<file path="src/rtl/sss_demapper_pkg.sv">
// Shared definitions for the SSS demapper slice.
// Contents: SSS vector length, the 127-bit hard-decision vector type and the
// demapper FSM state encoding.
package sss_pkg;

  localparam int SSS_LEN = 127;

  typedef logic [SSS_LEN-1:0] sss_bits_t;

  typedef enum logic [1:0] {
    IDLE    = 2'd0,
    SKIP    = 2'd1,
    COLLECT = 2'd2,
    DRAIN   = 2'd3
  } sss_demap_state_t;

endpackage

</file>
<file path="src/rtl/sss_demapper_if.sv">
// Bus bundle for the SSS demapper.
// Input side : s_axis_in_tdata/tvalid/tlast (FFT bin stream, no backpressure)
//              and SSS_valid_i (SSS-symbol qualifier).
// Output side: m_axis_out_tdata/tvalid/tready (127-bit vector handshake) and
//              the dropped_o / aborted_o status pulses.
// slave  = demapper view, master = upstream/downstream (bench) view.
interface sss_demapper_if #(
  parameter int IN_DW = 32
);
  import sss_pkg::*;

  logic [IN_DW-1:0] s_axis_in_tdata;
  logic             s_axis_in_tvalid;
  logic             s_axis_in_tlast;
  logic             SSS_valid_i;
  sss_bits_t        m_axis_out_tdata;
  logic             m_axis_out_tvalid;
  logic             m_axis_out_tready;
  logic             dropped_o;
  logic             aborted_o;

  modport slave (
    input  s_axis_in_tdata, s_axis_in_tvalid, s_axis_in_tlast, SSS_valid_i,
    input  m_axis_out_tready,
    output m_axis_out_tdata, m_axis_out_tvalid, dropped_o, aborted_o
  );

  modport master (
    output s_axis_in_tdata, s_axis_in_tvalid, s_axis_in_tlast, SSS_valid_i,
    output m_axis_out_tready,
    input  m_axis_out_tdata, m_axis_out_tvalid, dropped_o, aborted_o
  );

endinterface

</file>
<file path="src/rtl/sss_demapper.sv">
// SSS demapper: picks the 127 SSS bins out of an fft-shifted symbol, BPSK
// hard-decides each from the sign of its real part and offers the resulting
// vector downstream over a valid/ready handshake.
// Ports: clk_i, reset_ni (async active-low), bus (sss_demapper_if.slave).
// A completed vector that finds the output still occupied is discarded
// (dropped_o); a symbol that ends or loses its qualifier early raises aborted_o.
module sss_demapper
  import sss_pkg::*;
#(
  parameter int IN_DW    = 32,
  parameter int NFFT     = 8,
  parameter int SC_START = 2**(NFFT-1) - 64
) (
  input  logic           clk_i,
  input  logic           reset_ni,
  sss_demapper_if.slave  bus
);

  localparam int FFT_LEN = 2**NFFT;
  // One extra bit so the bin index can never wrap inside a symbol.
  localparam int CNT_W = $clog2(FFT_LEN) + 1;
  localparam logic [CNT_W-1:0] START_C = CNT_W'(SC_START);
  localparam logic [CNT_W-1:0] LAST_C  = CNT_W'(SC_START + SSS_LEN - 1);

  sss_demap_state_t state_r;
  logic [CNT_W-1:0] cnt_r;
  sss_bits_t        sr_r;
  sss_bits_t        tdata_r;
  logic             tvalid_r;
  logic             dropped_r;
  logic             aborted_r;

  logic             beat_s;
  logic             active_s;
  logic             hit_s;
  logic             collect_s;
  logic             complete_s;
  logic             abort_s;
  logic             hard_bit_s;
  sss_bits_t        sr_next_s;

  assign beat_s     = bus.s_axis_in_tvalid;
  // Negative real part decides a 1; only the sign bit matters.
  assign hard_bit_s = bus.s_axis_in_tdata[IN_DW/2-1];
  assign sr_next_s  = {hard_bit_s, sr_r[SSS_LEN-1:1]};
  assign complete_s = collect_s && (cnt_r == LAST_C);

  // Decode the current beat into collect / abort events.
  always_comb begin
    active_s  = 1'b0;
    hit_s     = 1'b0;
    collect_s = 1'b0;
    abort_s   = 1'b0;
    case (state_r)
      IDLE:          active_s = beat_s && bus.SSS_valid_i;
      SKIP, COLLECT: active_s = beat_s;
      DRAIN:         active_s = 1'b0;
      default:       active_s = 1'b0;
    endcase
    if (active_s) begin
      if (!bus.SSS_valid_i) begin
        abort_s = 1'b1;
      end else begin
        hit_s = (state_r == COLLECT) || (cnt_r == START_C);
        // tlast is only legal on the completion beat; in IDLE the symbol
        // never started, so there is nothing to report.
        if (bus.s_axis_in_tlast && !(hit_s && (cnt_r == LAST_C))) begin
          abort_s = (state_r != IDLE);
        end else begin
          collect_s = hit_s;
        end
      end
    end else begin
      abort_s = 1'b0;
    end
  end

  // FSM, bin counter, shift register and output vector register.
  always_ff @(posedge clk_i or negedge reset_ni) begin
    if (!reset_ni) begin
      state_r   <= IDLE;
      cnt_r     <= {CNT_W{1'b0}};
      sr_r      <= {SSS_LEN{1'b0}};
      tdata_r   <= {SSS_LEN{1'b0}};
      tvalid_r  <= 1'b0;
      dropped_r <= 1'b0;
      aborted_r <= 1'b0;
    end else begin
      dropped_r <= 1'b0;
      aborted_r <= 1'b0;

      if (collect_s) begin
        sr_r <= sr_next_s;
      end

      if (abort_s) begin
        state_r   <= IDLE;
        cnt_r     <= {CNT_W{1'b0}};
        aborted_r <= 1'b1;
      end else if (beat_s) begin
        case (state_r)
          IDLE: begin
            if (bus.SSS_valid_i && !bus.s_axis_in_tlast) begin
              cnt_r   <= CNT_W'(1);
              state_r <= collect_s ? COLLECT : SKIP;
            end
          end
          SKIP: begin
            cnt_r <= cnt_r + CNT_W'(1);
            if (collect_s) begin
              state_r <= COLLECT;
            end
          end
          COLLECT: begin
            if (complete_s) begin
              cnt_r   <= {CNT_W{1'b0}};
              // Remaining bins of this symbol must not restart the search.
              state_r <= bus.s_axis_in_tlast ? IDLE : DRAIN;
            end else begin
              cnt_r <= cnt_r + CNT_W'(1);
            end
          end
          DRAIN: begin
            if (bus.s_axis_in_tlast) begin
              state_r <= IDLE;
            end
          end
          default: begin
            state_r <= IDLE;
            cnt_r   <= {CNT_W{1'b0}};
          end
        endcase
      end

      // A load in the same cycle as an accept keeps tvalid high.
      if (complete_s) begin
        if (!tvalid_r || bus.m_axis_out_tready) begin
          tdata_r  <= sr_next_s;
          tvalid_r <= 1'b1;
        end else begin
          dropped_r <= 1'b1;
        end
      end else if (tvalid_r && bus.m_axis_out_tready) begin
        tvalid_r <= 1'b0;
      end
    end
  end

  assign bus.m_axis_out_tdata  = tdata_r;
  assign bus.m_axis_out_tvalid = tvalid_r;
  assign bus.dropped_o         = dropped_r;
  assign bus.aborted_o         = aborted_r;

endmodule

</file>
<file path="src/flat_wrapper.sv">
// flat-port wrapper written by rule: the top's interface ports become plain ports
module sss_demapper_flat import sss_pkg::*;
#(
  parameter int IN_DW    = 32,
  parameter int NFFT     = 8,
  parameter int SC_START = 2**(NFFT-1) - 64
)
  (clk_i, reset_ni, bus_s_axis_in_tdata, bus_s_axis_in_tvalid, bus_s_axis_in_tlast, bus_SSS_valid_i, bus_m_axis_out_tready, bus_m_axis_out_tdata, bus_m_axis_out_tvalid, bus_dropped_o, bus_aborted_o);
  sss_demapper_if #(.IN_DW(IN_DW)) bus_i ();
  input  logic clk_i;
  input  logic reset_ni;
  input wire logic [$bits(bus_i.s_axis_in_tdata)-1:0] bus_s_axis_in_tdata;
  input wire logic [$bits(bus_i.s_axis_in_tvalid)-1:0] bus_s_axis_in_tvalid;
  input wire logic [$bits(bus_i.s_axis_in_tlast)-1:0] bus_s_axis_in_tlast;
  input wire logic [$bits(bus_i.SSS_valid_i)-1:0] bus_SSS_valid_i;
  input wire logic [$bits(bus_i.m_axis_out_tready)-1:0] bus_m_axis_out_tready;
  output wire logic [$bits(bus_i.m_axis_out_tdata)-1:0] bus_m_axis_out_tdata;
  output wire logic [$bits(bus_i.m_axis_out_tvalid)-1:0] bus_m_axis_out_tvalid;
  output wire logic [$bits(bus_i.dropped_o)-1:0] bus_dropped_o;
  output wire logic [$bits(bus_i.aborted_o)-1:0] bus_aborted_o;
  assign bus_i.s_axis_in_tdata = bus_s_axis_in_tdata;
  assign bus_i.s_axis_in_tvalid = bus_s_axis_in_tvalid;
  assign bus_i.s_axis_in_tlast = bus_s_axis_in_tlast;
  assign bus_i.SSS_valid_i = bus_SSS_valid_i;
  assign bus_i.m_axis_out_tready = bus_m_axis_out_tready;
  assign bus_m_axis_out_tdata = bus_i.m_axis_out_tdata;
  assign bus_m_axis_out_tvalid = bus_i.m_axis_out_tvalid;
  assign bus_dropped_o = bus_i.dropped_o;
  assign bus_aborted_o = bus_i.aborted_o;
  sss_demapper #(.IN_DW(IN_DW), .NFFT(NFFT), .SC_START(SC_START)) u_core (.clk_i(clk_i), .reset_ni(reset_ni), .bus(bus_i));
endmodule
</file>
<file path="config.mk">
export PLATFORM = sky130hd
export DESIGN_NAME = sss_demapper_flat
export DESIGN_NICKNAME = d
export VERILOG_FILES = /design/src/rtl/sss_demapper_pkg.sv /design/src/rtl/sss_demapper_if.sv /design/src/rtl/sss_demapper.sv /design/src/flat_wrapper.sv
export SDC_FILE = /design/constraint.sdc
export NUM_CORES = 1
export LEC_CHECK = 0
export BUFFER_PORTS_ARGS = -buffer_cell sky130_fd_sc_hd__buf_2
export CAP_MARGIN = 15
export CORE_MARGIN = 2
export CORE_UTILIZATION = 24
export DETAILED_ROUTE_END_ITERATION = 10
export PLACE_DENSITY = 0.48
export SETUP_SLACK_MARGIN = 0.2
export SLEW_MARGIN = 20
export SYNTH_ARGS = -nofsm -noshare
export SYNTH_HDL_FRONTEND = slang
export SYNTH_SLANG_ARGS = --single-unit
</file>
<file path="constraint.sdc">
create_clock -name clk_i -period 3 [get_ports clk_i]
set_input_delay 0.3 -clock clk_i [delete_from_list [all_inputs] [get_ports clk_i]]
set_output_delay 0.3 -clock clk_i [all_outputs]
set_load 0.01 [all_outputs]
</file>
Yosys cells after proc, flatten, opt, wreduce, memory -nomap -nowiden
Cells that the tools add are included.
{"block": "totals", "register_bits": 268, "inputBits": 38, "out_inout_bits": 130, "wordCells": 66}
{"block": "op_classes", "n_addsub": 1, "n_eq_ne": 10, "muxes": 27, "reduce_logical": 21}
{"op": "9-bit two-way mux", "n": 4}
{"op": "9-bit case mux with 3 select lines", "n": 1}
{"op": "2-bit two-way mux", "n": 8}
{"op": "1-bit two-way mux", "n": 12}
{"op": "9-bit by 1-bit adder with 9-bit output (second input constant)", "n": 1}
{"op": "9-bit by 7-bit equality test with 1-bit output (second input constant)", "n": 1}
{"op": "9-bit by 8-bit equality test with 1-bit output (second input constant)", "n": 1}
{"op": "3-bit by 1-bit != test with 1-bit output (second input constant)", "n": 3}
{"op": "2-bit case mux with 4 select lines", "n": 1}
{"op": "1-bit logical AND", "n": 6}
{"op": "2-bit nonzero test", "n": 3}
{"op": "5-bit AND reduction", "n": 1}
{"op": "2-bit equality test (second input constant)", "n": 2}
{"op": "2-bit AND reduction", "n": 2}
{"op": "4-bit nonzero test", "n": 1}
{"op": "1-bit zero test", "n": 3}
{"op": "3-bit by 2-bit != test with 1-bit output (second input constant)", "n": 1}
{"op": "1-bit case mux with 3 select lines", "n": 1}
{"op": "3-bit AND reduction", "n": 1}
{"op": "2-bit by 1-bit equality test with 1-bit output (second input constant)", "n": 1}
{"op": "2-bit zero test", "n": 1}
{"op": "1-bit logical OR", "n": 2}
{"op": "2-bit != test (second input constant)", "n": 1}
{"op": "2-bit OR reduction", "n": 1}

Logic depth before layout (Yosys ltp)
{"block": "depth", "ltp_word": 13, "mapped_depth": 9, "mapped_depth_nobuf": 7}

Least setup slack after synthesis
Ideal clock, no wire load.
{"block": "synth_path", "path_type": "reg-to-reg", "start": "register u_core.state_r[0]", "end": "register u_core.state_r[1]", "setup_time_ns": 0.125, "arrival_time_ns": 2.043, "required_time_ns": 2.875, "slack_ns": 0.833, "stages_incl_launch_ff": 9, "path_buffers": 1, "period_less_slack_ns": 2.167, "path_cell_list": "dfrtp_1 > inv_1 > ha_1 > clkbuf_1 > o211ai_1 > o31a_1 > a211o_1 > o21ai_0 > mux2_2"}
{"block": "synth_via", "elab_chain_cells": 13, "word_cells_on_any_way": 29, "classes_between": "eq/ne (7); mux (12); reduce/logical (10)"}
{"element": "from (decl)", "line_no": "sss_demapper.sv:25", "rtl": "sss_demap_state_t state_r;"}
{"element": "from (signal assigned)", "line_no": "sss_demapper.sv:105", "rtl": "state_r <= collect_s ? COLLECT : SKIP;"}
{"element": "from (signal assigned)", "line_no": "sss_demapper.sv:118", "rtl": "state_r <= bus.s_axis_in_tlast ? IDLE : DRAIN;"}
{"element": "2-bit equality test", "line_no": "sss_demapper.sv:54, sss_demapper.sv:64, sss_demapper.sv:101"}
{"element": "1-bit logical OR", "line_no": "sss_demapper.sv:64", "rtl": "hit_s = (state_r == COLLECT) || (cnt_r == START_C);"}
{"element": "1-bit logical AND", "line_no": "sss_demapper.sv:67", "rtl": "if (bus.s_axis_in_tlast && !(hit_s && (cnt_r == LAST_C))) begin"}
{"element": "1-bit zero test", "line_no": "sss_demapper.sv:67"}
{"element": "1-bit logical AND", "line_no": "sss_demapper.sv:67"}
{"element": "1-bit two-way mux", "line_no": "sss_demapper.sv:67"}
{"element": "1-bit two-way mux", "line_no": "sss_demapper.sv:61", "rtl": "if (!bus.SSS_valid_i) begin"}
{"element": "1-bit two-way mux", "line_no": "sss_demapper.sv:60", "rtl": "if (active_s) begin"}
{"element": "2-bit two-way mux", "line_no": "sss_demapper.sv:105"}
{"element": "2-bit two-way mux", "line_no": "sss_demapper.sv:103", "rtl": "if (bus.SSS_valid_i && !bus.s_axis_in_tlast) begin"}
{"element": "2-bit case mux with 4 select lines", "line_no": "sss_demapper.sv:101", "rtl": "case (state_r)"}
{"element": "2-bit two-way mux", "line_no": "sss_demapper.sv:100", "rtl": "end else if (beat_s) begin"}
{"element": "2-bit two-way mux", "line_no": "sss_demapper.sv:96", "rtl": "if (abort_s) begin"}
Parallel ways exist; a longest one is shown, timed or not. The select of a mux whose other input is x is not followed.
A chain may end at the register's enable or synchronous reset.

Worst setup path in the final report
{"block": "layout_path", "start": "register u_core.state_r[0]", "end": "register u_core.sr_r[39]"}
{"block": "layout_via", "elab_chain_cells": 8, "word_cells_on_any_way": 13, "classes_between": "eq/ne (3); mux (4); reduce/logical (6)"}
{"element": "2-bit equality test", "line_no": "sss_demapper.sv:54, sss_demapper.sv:64"}
{"element": "1-bit logical OR", "line_no": "sss_demapper.sv:64"}
{"element": "1-bit logical AND", "line_no": "sss_demapper.sv:67"}
{"element": "1-bit zero test", "line_no": "sss_demapper.sv:67"}
{"element": "1-bit logical AND", "line_no": "sss_demapper.sv:67"}
{"element": "1-bit two-way mux", "line_no": "sss_demapper.sv:67"}
{"element": "1-bit two-way mux", "line_no": "sss_demapper.sv:61"}
{"element": "1-bit two-way mux (*)", "line_no": "sss_demapper.sv:60"}
{"element": "to (signal assigned)", "line_no": "sss_demapper.sv:83", "rtl": "sr_r <= {SSS_LEN{1'b0}};"}
{"element": "to (signal assigned)", "line_no": "sss_demapper.sv:93", "rtl": "sr_r <= sr_next_s;"}
{"element": "to (decl)", "line_no": "sss_demapper.sv:27", "rtl": "sss_bits_t sr_r;"}
Every way passes the cells marked *; elsewhere a longest branch is shown, timed or not.

==> results_dict.tcl <==
set metrics [dict create \
    timing.hold.worst.start "bus_m_axis_out_tready" \
    finalPower_mw 8.33 \
    antenna_found_initial 0 \
    synth_seq_cells 267 \
    synthesized_netlist_net_count 695 \
    routabilityCongestion 0.748 \
    timing.critical_path.arrival_ns 2.98 \
    synth.avg_cell_area_um2 16.2 \
    synth.distinct_cells 42 \
    n_fill_cell 4463 \
    synth_simple_gate_area_frac 0.0234 \
    core_area_um2 43200 \
    report.final.slew_viol_count 0 \
    post-route-min-period_ns 2.55 \
    synth_edf_count 0 \
    cp-start-kind "register" \
    layout-area-overhead-vs-synth_pct 23.7 \
    drv_cap 0 \
    finalWirelength_mm 20.6 \
    tritoncts "yes" \
    syn-cell-area_um2 10500 \
    drc_errors 0 \
    cts_buffer_depth 3 \
    routedWlPerCell_um 14.6 \
    ant_nets 0 \
    dp_hpwl_mm 13.3 \
    clock_root_buffer "clkbuf_16" \
    final_report_hold_violation_count 0 \
    critPathTopFamily "adder cells" \
    via_count_of_the_first_global_routing_pass 6246 \
    path_buf_inv 2 \
    synth_top_cells_by_area "dfrtp_1 64%, mux2_2 24%, mux2_4 4.3%, ha_1 0.95%, buf_4 0.71%" \
    setup.reg_to_reg.worst_slack_ns 0.45 \
    hold_path_class "in -> reg" \
    rsz0062_at_grt "no" \
    timing.fmax_mhz 391 \
    largest_net_degree_at_the_start_of_global_routing 92 \
    synth-compound-area-share 0.0221 \
    first_pass_iters 4 \
    hold_depth 3 \
    chipWidth_um 213 \
    die-height_um 213 \
    number_of_drc_markers_after_the_initial_detailed_route_iteration 189 \
    synthFlopType "dfrtp_1" \
    reg2reg_depth 6 \
    finalClockSkew_ns 0.0113 \
    hold-path-endpoint "u_core.bus.dropped_o" \
    tightest_slew_ns 0.743 \
    final_layout_size_suffix_gt1_frac 0.556 \
    grt_first_pass_wirelength_mm 34.5 \
    floorplan.initialDensity 0.244 \
    detailed_route_vias_per_instance 4.07 \
    synth_largest_area_cell "dfrtp_1" \
    floorplan.die_area_um2 45500 \
    outcome "finished, final reports clean" \
    design.final.nets 846 \
    clk_latency_ns 0.55 \
    r2r_start "u_core.state_r[0]" \
    vias 5733 \
    seq_area_frac_synth 0.635 \
    yosys.area_share.adder 0.00951 \
    cts-htree-levels 1 \
    max_stage_delay_ns 0.45 \
    timing.slew.headroom 0.505 \
    clkSlewWorstSetupHoldPaths_ns 0.06 \
    syn_inst 649 \
    r2r_end "u_core.sr_r[39]" \
    worst_hold_slack_ns 0.0665 \
    async_sr_flop_fraction 1.00 \
    clock-sinks 267 \
    crit_type "reg -> reg" \
    placement.io_buffers 136 \
    boundaryPins 168 \
    place.detailed.instances 1352 \
    row_count 76 \
    timing.critical_path.fanout_max 57 \
    postCtsSetupRepairBufs 0 \
    antenna-diode-count 0 \
    critical_path.endpoint_type "register" \
    grt_overflow_total 0 \
    powerDensity_nw_per_um2 640 \
    dominant_combinational_cell_family_by_area_after_synthesis "multiplexers" \
    power_leakage_nw 6.79 \
    timing.critical_path.slowest_stage_cell "ha_1" \
    post_cts_hold_buffer_count 1 \
    vdd.ir_drop.worst_v 0.000425 \
    worst-path-stages 6 \
    post-route-worst-setup-slack_ns 0.446 \
    setup_viol 0 \
    synth_top_area_share 0.635 \
    final.period_utilization 0.851 \
    setup_tns_ns 0 \
    timing.critical_path.cells "inv_1 -> ha_1 -> o211ai_1 -> nand3b_1 -> buf_12 -> mux2_2" \
    clock_buffers_created_by_tritoncts 30 \
    synth-xor-area-share 0 \
    grtUsageTotal 0.0939 \
    share_of_synthesized_area_spent_on_multiplexers 0.283 \
    layout.cells.non_filler 1407 \
    place_ws_ns 0.494 \
    synth_warnings 0 \
    post_cts_resize_count 0 \
    worst_ep_required_time_ns 3.43 \
]
[worst max path at each step]
stage,end,slack (ns),startpoint
after floorplan,u_core.state_r[1],0.83,u_core.state_r[0]
after global placement,u_core.sr_r[45],0.47,u_core.state_r[0]
final,u_core.sr_r[39],0.45,u_core.state_r[0]
after CTS,u_core.sr_r[39],0.44,u_core.state_r[0]
after detailed placement,u_core.sr_r[44],0.49,u_core.state_r[0]
after global routing,u_core.state_r[0],0.25,u_core.state_r[0]
[layout make-up]
class | count | area [um2] | area share
multi-input combinational | 338 | 3560 | 0.273
clock inverter | 14 | 254 | 0.0195
clock buffer | 40 | 850 | 0.0653
sequential | 267 | 6680 | 0.513
timing repair buffer | 152 | 901 | 0.0692
inverter | 11 | 41.3 | 0.00317
tap | 585 | 732 | 0.0562
[sequential cells by signal (all words and copies together), names as in the netlist]
name	flops
u_core.state_r	2
u_core.bus.dropped_o	1
u_core.bus.m_axis_out_tvalid	1
u_core.cnt_r	9
u_core.sr_r	126
u_core.bus.aborted_o	1
u_core.bus.m_axis_out_tdata	127
[layout by cell type, fill, tap and decap left out, drive strengths merged, types with 2 or more instances in the layout]
| master | instances |
|---|---|
| a21oi | 4 |
| or2 | 2 |
| nand2 | 11 |
| a211o | 2 |
| mux2 | 254 |
| o311ai | 2 |
| and3 | 4 |
| o21ai | 5 |
| a41oi | 3 |
| o211ai | 2 |
| a31oi | 2 |
| nand2b | 2 |
| clkinvlp | 2 |
| bufinv | 7 |
| nand4 | 5 |
| nand3 | 7 |
| dfrtp | 267 |
| o22ai | 3 |
| clkinv | 4 |
| ha | 8 |
| nor3 | 3 |
| inv | 12 |
| nor4b | 2 |
| clkbuf | 40 |
| buf | 151 |
| a211oi | 4 |
[cell families (layout without fill, tap and decap cells)]
logic type               Yosys count  count (layout)
AO/OA/AOI/OAI                     33              33
adder cells (fa/ha/maj)            8               8
buffers and inverters             44             217
flip-flops                       267             267
multiplexers                     254             254
AND/OR/NAND/NOR                   43              43
[synth_stat cells, drive strengths merged (4+ instances only)]
| cell | number |
|---|---|
| a211oi | 4 |
| a21oi | 4 |
| and3 | 4 |
| buf | 29 |
| clkbuf | 4 |
| dfrtp | 267 |
| ha | 8 |
| inv | 11 |
| mux2 | 254 |
| nand2 | 11 |
| nand3 | 7 |
| nand4 | 5 |
| o21ai | 5 |
[metrics by stage]
| stage | area (um2) | util |
|---|---|---|
| floorplan | 10500 | - |
| global placement | 11900 | 0.276 |
| detailed placement | 11900 | 0.276 |
| CTS | 13000 | 0.301 |
| global route | 13000 | 0.301 |
| finish | 13000 | 0.301 |
[power breakdown]
part           internal (mW)  total, mW  switching, mW
clock                   2.58       4.05           1.47
combinational          0.210      0.586          0.376
sequential              3.65       3.69         0.0437
[layer usage]
| layer | track usage | part of all wire |
|---|---|---|
| met2 | 0.150 | 0.47 |
| met3 | 0.0286 | 0.060 |
| met4 | 0.0292 | 0.026 |
| met1 | 0.122 | 0.44 |
| met5 | 0 | 0 |
[tightest hold or removal path, delay by kind of cell]
kind                   cells  cell delay (ns)
buffers and inverters      1             0.07
AND/OR/NAND/NOR            2             0.20
(Power assumes the default switching activity.)
